`config.mk`:
```
export PLATFORM = sky130hd
export DESIGN_NAME = prog_loader
export DESIGN_NICKNAME = d
export VERILOG_FILES = /design/src/rtl/cpu_pkg.sv /design/src/rtl/prog_loader_word_assembler.sv /design/src/rtl/prog_loader.sv
export SDC_FILE = /design/constraint.sdc
export NUM_CORES = 1
export LEC_CHECK = 0
export CORE_UTILIZATION = 55
export DETAILED_ROUTE_END_ITERATION = 10
export PLACE_DENSITY = 0.87
export SYNTH_ARGS = -nofsm -noshare
export SYNTH_HDL_FRONTEND = slang
export SYNTH_SLANG_ARGS = --single-unit
```
`constraint.sdc`:
```
create_clock -name clk -period 2.7 [get_ports clk]
set_input_delay 0.405 -clock clk [delete_from_list [all_inputs] [get_ports clk]]
set_output_delay 0.405 -clock clk [all_outputs]
set_load 0.1 [all_outputs]
```
`src/rtl/cpu_pkg.sv`:
```
// cpu_pkg: shared core widths and the program-loader state encoding.
package cpu_pkg;
    localparam int INSTRUCTION_WIDTH = 32;
    localparam int PC_WIDTH = 8;
    typedef enum logic [2:0] {
        S_IDLE,
        S_HDR_LO,
        S_HDR_HI,
        S_DATA,
        S_WRITE,
        S_CSUM,
        S_DONE,
        S_ERROR
    } loader_state_t;
endpackage

```
`src/rtl/prog_loader_word_assembler.sv`:
```
// word_assembler: shifts little-endian stream bytes into a word and flags the last byte of each word.
module word_assembler #(
    parameter int WIDTH = 32
) (
    input  logic             clk,
    input  logic             rst,
    input  logic             clr,
    input  logic             shift,
    input  logic [7:0]       byte_in,
    output logic [WIDTH-1:0] word,
    output logic             word_full
);
    localparam int BPW = WIDTH / 8;
    localparam int CW = BPW > 1 ? $clog2(BPW) : 1;
    logic [CW-1:0] cnt;
    assign word_full = shift && cnt == CW'(BPW - 1);
    always_ff @(posedge clk) begin
        if (rst) begin
            word <= '0;
            cnt  <= '0;
        end else begin
            if (clr) cnt <= '0;
            else if (shift) cnt <= word_full ? '0 : cnt + CW'(1);
            // newest byte enters at the top so byte 0 ends up in bits [7:0]
            if (shift) word <= (word >> 8) | (WIDTH'(byte_in) << (WIDTH - 8));
        end
    end
endmodule

```
`src/rtl/prog_loader.sv`:
```
// prog_loader: streams a length-prefixed, XOR-checksummed byte image into instruction memory
// while holding the core in halt.
module prog_loader #(
    parameter int INSTRUCTION_WIDTH = cpu_pkg::INSTRUCTION_WIDTH,
    parameter int PC_WIDTH = cpu_pkg::PC_WIDTH
) (
    input  logic                         clk,
    input  logic                         rst,
    input  logic                         start,
    input  logic [7:0]                   rx_data,
    input  logic                         rx_valid,
    output logic                         rx_ready,
    output logic                         mem_we,
    output logic [PC_WIDTH-1:0]          mem_addr,
    output logic [INSTRUCTION_WIDTH-1:0] mem_wdata,
    output logic                         cpu_halt,
    output logic                         done,
    output logic                         error,
    output logic [PC_WIDTH:0]            words_loaded
);
    import cpu_pkg::*;
    localparam int WL_W = PC_WIDTH + 1;
    loader_state_t state, state_next;
    logic [7:0] csum, len_lo;
    logic [WL_W-1:0] len;
    logic word_full, hs, start_ok, len_bad;
    assign hs = rx_valid && rx_ready;
    assign start_ok = start && (state inside {S_IDLE, S_DONE, S_ERROR});
    assign len_bad = {rx_data, len_lo} == 16'd0 || int'({rx_data, len_lo}) > (1 << PC_WIDTH);
    word_assembler #(.WIDTH(INSTRUCTION_WIDTH)) u_asm (
        .clk(clk),
        .rst(rst),
        .clr(start_ok),
        .shift(hs && state == S_DATA),
        .byte_in(rx_data),
        .word(mem_wdata),
        .word_full(word_full)
    );
    always_ff @(posedge clk) begin
        if (rst) state <= S_IDLE;
        else state <= state_next;
    end
    always_comb begin
        rx_ready = state inside {S_HDR_LO, S_HDR_HI, S_DATA, S_CSUM};
        mem_we = state == S_WRITE;
        cpu_halt = !(state inside {S_IDLE, S_DONE, S_ERROR});
        done = state == S_DONE;
        error = state == S_ERROR;
        state_next = state;
        case (state)
            S_IDLE, S_DONE, S_ERROR: state_next = start ? S_HDR_LO : state;
            S_HDR_LO: state_next = hs ? S_HDR_HI : state;
            S_HDR_HI: state_next = hs ? (len_bad ? S_ERROR : S_DATA) : state;
            S_DATA: state_next = word_full ? S_WRITE : state;
            S_WRITE: state_next = words_loaded + WL_W'(1) == len ? S_CSUM : S_DATA;
            S_CSUM: state_next = hs ? (rx_data == csum ? S_DONE : S_ERROR) : state;
            default: state_next = S_IDLE;
        endcase
    end
    // length fits in WL_W bits whenever it passes the range check, so truncation is safe
    always_ff @(posedge clk) begin
        if (rst) begin
            mem_addr     <= '0;
            words_loaded <= '0;
            csum         <= '0;
            len_lo       <= '0;
            len          <= '0;
        end else begin
            if (start_ok) begin
                mem_addr     <= '0;
                words_loaded <= '0;
                csum         <= '0;
            end
            if (hs && state != S_CSUM) csum <= csum ^ rx_data;
            if (hs && state == S_HDR_LO) len_lo <= rx_data;
            if (hs && state == S_HDR_HI) len <= WL_W'({rx_data, len_lo});
            if (state == S_WRITE) begin
                mem_addr     <= mem_addr + PC_WIDTH'(1);
                words_loaded <= words_loaded + WL_W'(1);
            end
        end
    end
endmodule

```
==> results of run 1 <==
## worst reg2reg max path, cell delays in order, from the launching register on
cell and delay, ns:
sky130_fd_sc_hd__dfxtp_1 0.68, sky130_fd_sc_hd__nor2_1 0.19, sky130_fd_sc_hd__nand2_1 0.14, sky130_fd_sc_hd__inv_2 0.14, sky130_fd_sc_hd__nor2_1 0.69, sky130_fd_sc_hd__nor3_1 0.12
sky130_fd_sc_hd__nor3_1 0.20
## state kept, by name, summed over array words and instances, names as in the netlist
| signal | count |
|---|---|
| csum | 8 |
| len | 9 |
| len_lo | 8 |
| mem_addr | 8 |
| state | 3 |
| u_asm.cnt | 2 |
| u_asm.word | 32 |
| words_loaded | 9 |
## worst paths after layout
path                endpoint     startpoint  slack (ns)
max          words_loaded[7]       state[0]        0.47
max reg2reg  words_loaded[7]       state[0]        0.47
min reg2reg    u_asm.word[3]  u_asm.word[3]        0.46
min            u_asm.word[3]  u_asm.word[3]        0.46
## area by class of cell
cell class | instances | area, sq um | share of cell area, %
Clock buffer | 10 | 138 | 3.18
Inverter | 9 | 33.8 | 0.780
Timing Repair Buffer | 70 | 573 | 13.2
Tap cell | 77 | 96.3 | 2.22
Sequential cell | 79 | 1580 | 36.5
Clock inverter | 6 | 53.8 | 1.24
Multi-Input combinational cell | 364 | 1850 | 42.8
## power by group
group / internal, W / total [W] / switching [W]
logic: 0.000254 / 0.000924 / 0.000670
registers: 0.00123 / 0.00134 / 0.000102
clock network: 0.000373 / 0.000842 / 0.000469
## metrics by stage
step	instances	hold WS, ns	util [%]	total power [W]
floorplan	481	0.445	-	0.00205
global placement	599	0.443	65.6	0.00225
detailed placement	599	0.447	65.6	0.00227
CTS	615	0.460	68.6	0.00311
global route	615	0.488	68.6	0.00325
finish	615	0.460	68.6	0.00310
## routing by layer
| metal | vias to the layer above | global-route usage, % |
|---|---|---|
| met5 | - | 0 |
| met4 | 0 | 12.1 |
| met3 | 14 | 3.38 |
| met2 | 119 | 43.1 |
| met1 | 1657 | 32.4 |
| li1 | 1751 | - |
## Yosys cell counts (all sizes together), types with 2 or more instances
cell / number
a21oi: 80
or2: 4
nor4: 6
and2: 2
xnor2: 5
o22ai: 3
o21ai: 25
o211ai: 2
nand3b: 6
or3: 5
a31oi: 4
nand2: 120
nor3: 10
xor2: 4
nor2: 34
a211o: 2
nor2b: 15
nand3: 9
a32o: 2
buf: 5
clkbuf: 24
dfxtp: 79
inv: 9
nand4: 3
and3: 7
mux2i: 2
ha: 3
nand2b: 3
## logic make-up after synthesis
group                      share of synthesized area (%)
adders and majority gates                           1.05
DFF                                                 44.0
xor gates and xnor gates                            2.19
AOI/OAI and AO/OA                                   18.7
buffers and inverters                               4.32
muxes                                              0.558
and+or+nand+nor                                     29.2
==> results by stage, run 1 <==
Synth:
- The largest total area in the synthesized netlist belongs to sky130_fd_sc_hd__dfxtp_1.
- Sequential cells were found to cover roughly 44% of the synthesized design area.
- For this run, the leading register cell type out of synthesis is sky130_fd_sc_hd__dfxtp_1.
- The mapped netlist covers approximately 0.0036 sq mm.
- The number of nets handed over by synthesis was between 400 and 500.
- The yosys synthesis warning count is 0.
- The register bit total from synthesis is approximately 80.
- The mean instance size in the synthesized netlist is between 7 and 8 sq um.
- The top cell type's share of synthesized area is 44.0%.
- The share of synthesized registers carrying an async set or reset is 0%.
- By area the synthesized netlist is led by sky130_fd_sc_hd__dfxtp_1 44%, sky130_fd_sc_hd__nand2_1 12%, sky130_fd_sc_hd__a21oi_1 11%, sky130_fd_sc_hd__nor2_1 3.6%, sky130_fd_sc_hd__o21ai_1 2.9%.
- The number of different library cells used by synthesis comes to 42.
- Synthesis handed over a netlist of just under 500 instances.
- The number of flops mapped to enable cells by yosys is 0.

Setup path:
- The setup path with the least slack is of type reg2reg.
- The worst setup path is captured at a register.
- The worst setup path is launched from a register.
- The category of cells accounting for the largest share of critical-path delay is simple AND/OR/NAND/NOR gates.
- On the critical path, the stage with the largest delay is an instance of sky130_fd_sc_hd__dfxtp_1.
- The combined buffer and inverter count along the critical path is 1.
- For this run, the slowest stage of the critical path takes around 0.68 ns.
- The critical path goes through nor2_1, nand2_1, inv_2, nor2_1, nor3_1, nor3_1.
- The required time of the critical path is 2.98 ns.
- For the worst setup path, the data arrival time is 2.51 ns.
- The maximum net fanout on the critical path is 18.
- The worst register-to-register path has a depth of 6.
- The critical path depth is 6.

Placed design:
- The congestion estimate from routability-driven global placement came to ~0.84.
- The HPWL after detailed placement is slightly below 6000 um.
- The number of buffer cells added on primary ports is 65.
- The placed instances occupy a cell area of around 0.0041 sq mm.
- Before CTS, the worst setup slack after placement is between 0.4 and 0.5 ns.

Run status:
- The flow ran to the end, and the final reports show no timing, DRC or antenna violations.

Final layout:
- In the final layout, the share of cells above drive strength 1 is around 15%.
- The most frequent standard cell in the layout excluding fill and tap cells is sky130_fd_sc_hd__nand2_1.
- In the final design database the tool counted about 550 nets.
- Leaving out fill and tap cells, the most frequent cells in the layout are 119 x sky130_fd_sc_hd__nand2_1, 80 x sky130_fd_sc_hd__a21oi_1, 79 x sky130_fd_sc_hd__dfxtp_1.
- After filler insertion, the fill cell instance count of the layout stands at between 500 and 600.
- The relative area change from synthesis to final layout is 20.6%.
- The repair_antennas step left the layout with diodes totalling 0.
- The final cell area excluding filler cells is ~0.0043 sq mm.

Die:
- The width of the die is between 80 and 90 um.
- The core region is 0.00631 sq mm.
- The count of boundary I/O pins is 66.
- The initial core utilization is between 50 and 60%.
- The full die area is 0.00686 sq mm.
- In this run the core area contains 29 standard-cell rows.
- The die outline height is roughly 83 um.

Power and ir drop:
- The worst voltage drop across the vdd grid is 818 uV.
- Dividing total power by cell area gives a power density of 716 mW/mm^2.
- The reported leakage power is roughly 1.6 nW.

Global route:
- The first global-routing pass estimated roughly 15000 um of wire.
- After global routing the overflow that remains totals 0.
- Entering global routing, the biggest net connects 52 pins.
- The number of antenna violations at the first check in global routing is 0.
- The via count of the first global-routing pass is between 3000 and 4000.
- Global routing consumed, over all layers together, between 20% and 30% of the routing resources.

Detailed routing:
- The iteration-0 DRC count of the detailed router is 218.
- The highest signal layer in the routed design is met4.
- Once detail routing completed, the nets flagged for antenna violations numbered 0.
- In the routed design, unresolved DRC markers number 0.
- The routed design uses about 460 um of met3 wire.
- Across all layers, the routed design uses around 3500 vias.
- After detailed routing, the average wire length per cell comes to ~14 um.
- Before antenna repair, the detailed router went through 4 iterations.
- The via density per instance is about 5.8.
- The total wire length is 8500 um.
- The routed design uses roughly 4100 um of met2 wire.
- After detailed routing, the wire length on met1 is approximately 3800 um.

Timing:
- Setup repair after global routing left no endpoint under its margin.
- The number of max-slew violations in the final report was 0.
- The final hold violation count is 0.
- After routing, the total negative slack on setup checks comes to 0 ns.
- The setup violation total in the final timing report is 0.
- The worst pin sits at a relative slew slack of around 44%.
- The routed design could run at a clock period as short as 2.23 ns.
- At the pin with the least slew margin, the transition time is about 0.84 ns.
- The achievable frequency is 448 MHz.
- The worst path uses about 83% of the clock period.
- The post-layout worst setup margin is approximately 0.47 ns.
- The clock arrives with roughly 0.012 ns of skew.

Clock network:
- The master cell of the clock root buffer is sky130_fd_sc_hd__clkbuf_8.
- TritonCTS built the clock tree.
- The tree built by TritonCTS fans out to 79 sinks.
- The number of buffers on the longest clock path is 2.
- The hold buffer count at cts is 0.
- After clock tree synthesis, the setup repair step added 0 buffers.
- The number of gates resized after CTS was 0.
- The clock slew at the register clock pins of the worst setup and hold paths is 0.09 ns.
- The clock latency at the later pin of the worst-skew pair is approximately 0.36 ns.
- The number of clock buffers added by TritonCTS is 9.
- CTS built an H-tree with a depth of 3.

Worst hold path:
- The cell count of the worst hold path is 2.
- The path class of the lowest-slack min-delay path is reg2reg.

Run:
- Across the run, the number of max-cap violations was 0.
Power figures use the tool's default switching activity.
==> run 2: changes to the inputs <==
--- a/config.mk
+++ b/config.mk
@@ -5,9 +5,9 @@
 export SDC_FILE = /design/constraint.sdc
 export NUM_CORES = 1
 export LEC_CHECK = 0
-export CORE_UTILIZATION = 55
+export CORE_UTILIZATION = 47
 export DETAILED_ROUTE_END_ITERATION = 10
-export PLACE_DENSITY = 0.87
+export PLACE_DENSITY = 0.8
 export SYNTH_ARGS = -nofsm -noshare
 export SYNTH_HDL_FRONTEND = slang
 export SYNTH_SLANG_ARGS = --single-unit
==> constraint.sdc (replaced) <==
create_clock -name clk -period 1.8 [get_ports clk]
set_input_delay 0.27 -clock clk [delete_from_list [all_inputs] [get_ports clk]]
set_output_delay 0.27 -clock clk [all_outputs]
set_load 0.1 [all_outputs]
==> results by stage, run 2 (synthesis gave the netlist of run 1 again) <==
Power and ir drop:
- The design draws about 0.0053 W.
- Summed over all cells, the static leakage comes to about 1.9 nW.
- Power spread over the standard cell area amounts to between 1000 and 1500 mW/mm^2.
- The worst voltage drop across the vdd grid is roughly 750 uV.

Timing:
- The clock skew is 0.00555 ns.
- The setup violation total in the final timing report is 0.
- Measured against its own limit, the worst slew margin works out to between 50% and 60%.
- The final hold violation count is 0.
- Setup repair after global routing could not meet its margin everywhere.
- The clock period minus final worst setup slack is ~1.7 ns.
- The achievable frequency is between 500 and 600 MHz.
- The number of max-slew violations in the final report came to 0.
- The final period utilization is 96.2%.
- The post-layout worst setup margin is about 0.068 ns.
- The slew at the pin closest to its max-slew limit is ~0.67 ns.

Detailed routing:
- The routed design uses between 4000 and 5000 um of met2 wire.
- In the detailed route, the total length drawn on met3 is around 470 um.
- After detailed routing, the number of remaining DRC violations is 0.
- The pre-antenna-repair detailed-routing pass consisted of 4 iterations.
- The detail route stage leaves a number of antenna-violating nets equal to 0.
- In the final routing, the length of wire on met1 measures roughly 4000 um.
- For this block, the initial DRC count from the detailed router was roughly 210.
- The total wire length is around 9400 um.
- The highest signal layer in the routed design is met4.
- The average routed wire per standard cell is roughly 14 um.
- Detailed routing inserted a total of between 3000 and 4000 vias.
- Dividing the detail-routed via count by the number of cells gives between 5 and 6.

Setup path:
- For the worst flop-to-flop path, the logic depth is 4.
- The data arrival time at the worst-slack endpoint is 1.46 ns.
- The signal on the critical path passes through buf_4, nor2_2, nand2_2, inv_2, buf_8, buf_12.
- The worst setup path is launched from a register.
- The type of the worst setup path is reg2out.
- In this run the critical register-to-register path is launched from words_loaded[0].
- The number of buffers and inverters on the critical path is 4.
- Among all stages on the critical path, the largest delay is contributed by sky130_fd_sc_hd__dfxtp_2.
- The most critical setup path has its startpoint at state[1].
- Broken down by cell family, the worst path's largest delay share belongs to buffers and inverters.
- The reg-to-reg critical path endpoint is state[2].
- The maximum net fanout on the critical path is 11.
- The kind of end point of the critical path is an output port.
- For this run, the slowest stage of the critical path takes around 0.35 ns.
- The setup slack of the worst register-to-register path is 0.07 ns.
- At the worst endpoint, the required time is roughly 1.5 ns.

Final layout:
- The most frequent standard cell in the layout excluding fill and tap cells is sky130_fd_sc_hd__nand2_1.
- After the last flow step, the layout net total stands at 582.
- The relative area change from synthesis to final layout is 38.1%.
- The fraction of layout cells with a size suffix above 1 is 24.5%.
- The flip-flop count of the largest register, all copies and words added is 32.
- In the final layout, the registers with the most flip-flops are u_asm.word (32), len (9), words_loaded (9).
- The count of antenna diodes in the layout is 0.
- Cells fill about two thirds of the core in the end.
- The final standard cell count with taps included and fillers excluded is 671.
- The register containing the most flip-flops in the final layout is u_asm.word.
- In the layout the commonest cells are 118 x sky130_fd_sc_hd__nand2_1, 79 x sky130_fd_sc_hd__a21oi_1, 73 x sky130_fd_sc_hd__buf_4.

Die:
- The width of the die is just under 90 um.
- The full die area is 0.00799 sq mm.
- The initial utilization of the core area, before any placement, comes to about half.
- The die outline height is a little under 90 um.
- The floorplan step defined a core boundary enclosing 0.00733 sq mm.
- 66 I/O pins were placed.
- The number of cell rows is 31.

Run:
- Max-cap violations in this run came to 0.

Global route:
- The via count of the first global-routing pass is between 3000 and 4000.
- Global routing finished with a remaining overflow of 0.
- The total track usage is between 20% and 30%.
- The number of antenna violations at the first check in global routing was 0.
- The first global-routing pass estimated around 15000 um of wire.
- Entering global routing, the biggest net connects 42 pins.

Clock network:
- The H-tree depth is 3.
- The master cell of the clock root buffer is sky130_fd_sc_hd__clkbuf_8.
- The clock sink total is roughly 80.
- At the later pin of the worst-skew pair, clock insertion delay measures ~0.36 ns.
- TritonCTS built the clock tree.
- After clock tree synthesis, the clock-pin slew on the worst setup and hold paths is about 0.080 ns.
- The hold buffer count at cts is 0.
- The clock passes through at most 2 buffers.
- The clock buffer count from CTS is 9.

Placed design:
- The wire-length estimate of the detail-placed layout is ~6500 um.
- During placement, the flow inserted port buffers numbering 65.
- The final RePlAce weighted congestion is ~0.9.
- The post-placement worst setup slack is -0.149 ns.
- After detailed placement, the design holds a cell count of 652.

Worst hold path:
- The path class of the tightest hold or removal check is in2reg.
- The capture endpoint of the worst hold path is u_asm.word[9].
- The startpoint of the worst hold path is rst.
- Counting instances, the worst hold path has a depth of 2.

Run status:
- The flow ran to the end, and the final reports show no timing, DRC or antenna violations.
## run 2: changes by cell type in the layout (fill, tap and decap cells not counted), moves of 4 or more
cell and change:
sky130_fd_sc_hd__buf_4 +16, sky130_fd_sc_hd__nor2_1 -4, sky130_fd_sc_hd__dfxtp_1 -15, sky130_fd_sc_hd__dfxtp_4 +7, sky130_fd_sc_hd__dfxtp_2 +8, sky130_fd_sc_hd__buf_12 +17
## run 2: worst max path at each step
stage,cells after the start,end,slack [ns]
2_1_floorplan,3,rx_ready,-0.24
6_report,6,mem_we,0.07
4_1_cts,6,mem_we,0.005
5_1_grt,6,mem_we,-0.01
3_5_place_dp,6,state[0],-0.15
3_3_place_gp,6,state[0],-0.15
## run 2: cell type report
| cell class | instances | area, sq um |
|---|---|---|
| Clock buffer | 10 | 128 |
| Multi-Input combinational cell | 364 | 1920 |
| Timing Repair Buffer | 104 | 1050 |
| Tap cell | 99 | 124 |
| Inverter | 9 | 33.8 |
| Fill cell | 587 | 2370 |
| Sequential cell | 79 | 1620 |
| Clock inverter | 6 | 91.3 |
## run 2: through the flow
step	setup TNS, ns	hold WS, ns	area (sq um)
after global routing	-0.0157	0.249	4960
final	0	0.245	4960
after detailed placement	-1.30	0.451	4670
after global placement	-0.260	0.445	4670
after floorplan	-0.570	0.406	3660
after CTS	0	0.233	4910
## run 2: where the power goes
| part | switching, W | internal [W] | leakage, nW |
|---|---|---|---|
| sequential | 0.0000983 | 0.00185 | 0.647 |
| clock | 0.000682 | 0.000791 | 0.111 |
| combinational | 0.00119 | 0.000695 | 1.12 |
| total | 0.00197 | 0.00333 | 1.88 |
## run 2: routing by layer
metal | global-route usage, % | vias to the layer above
met1 | 31.0 | 1720
li1 | - | 1807
met2 | 41.6 | 116
met3 | 5.82 | 17
met5 | 0 | -
met4 | 9.81 | 0
## run 2: repair_timing
action	CTS	global route
setup endpoints to repair	9	7
gates resized for setup	5	11
pin swaps	0	0
setup buffers	0	3
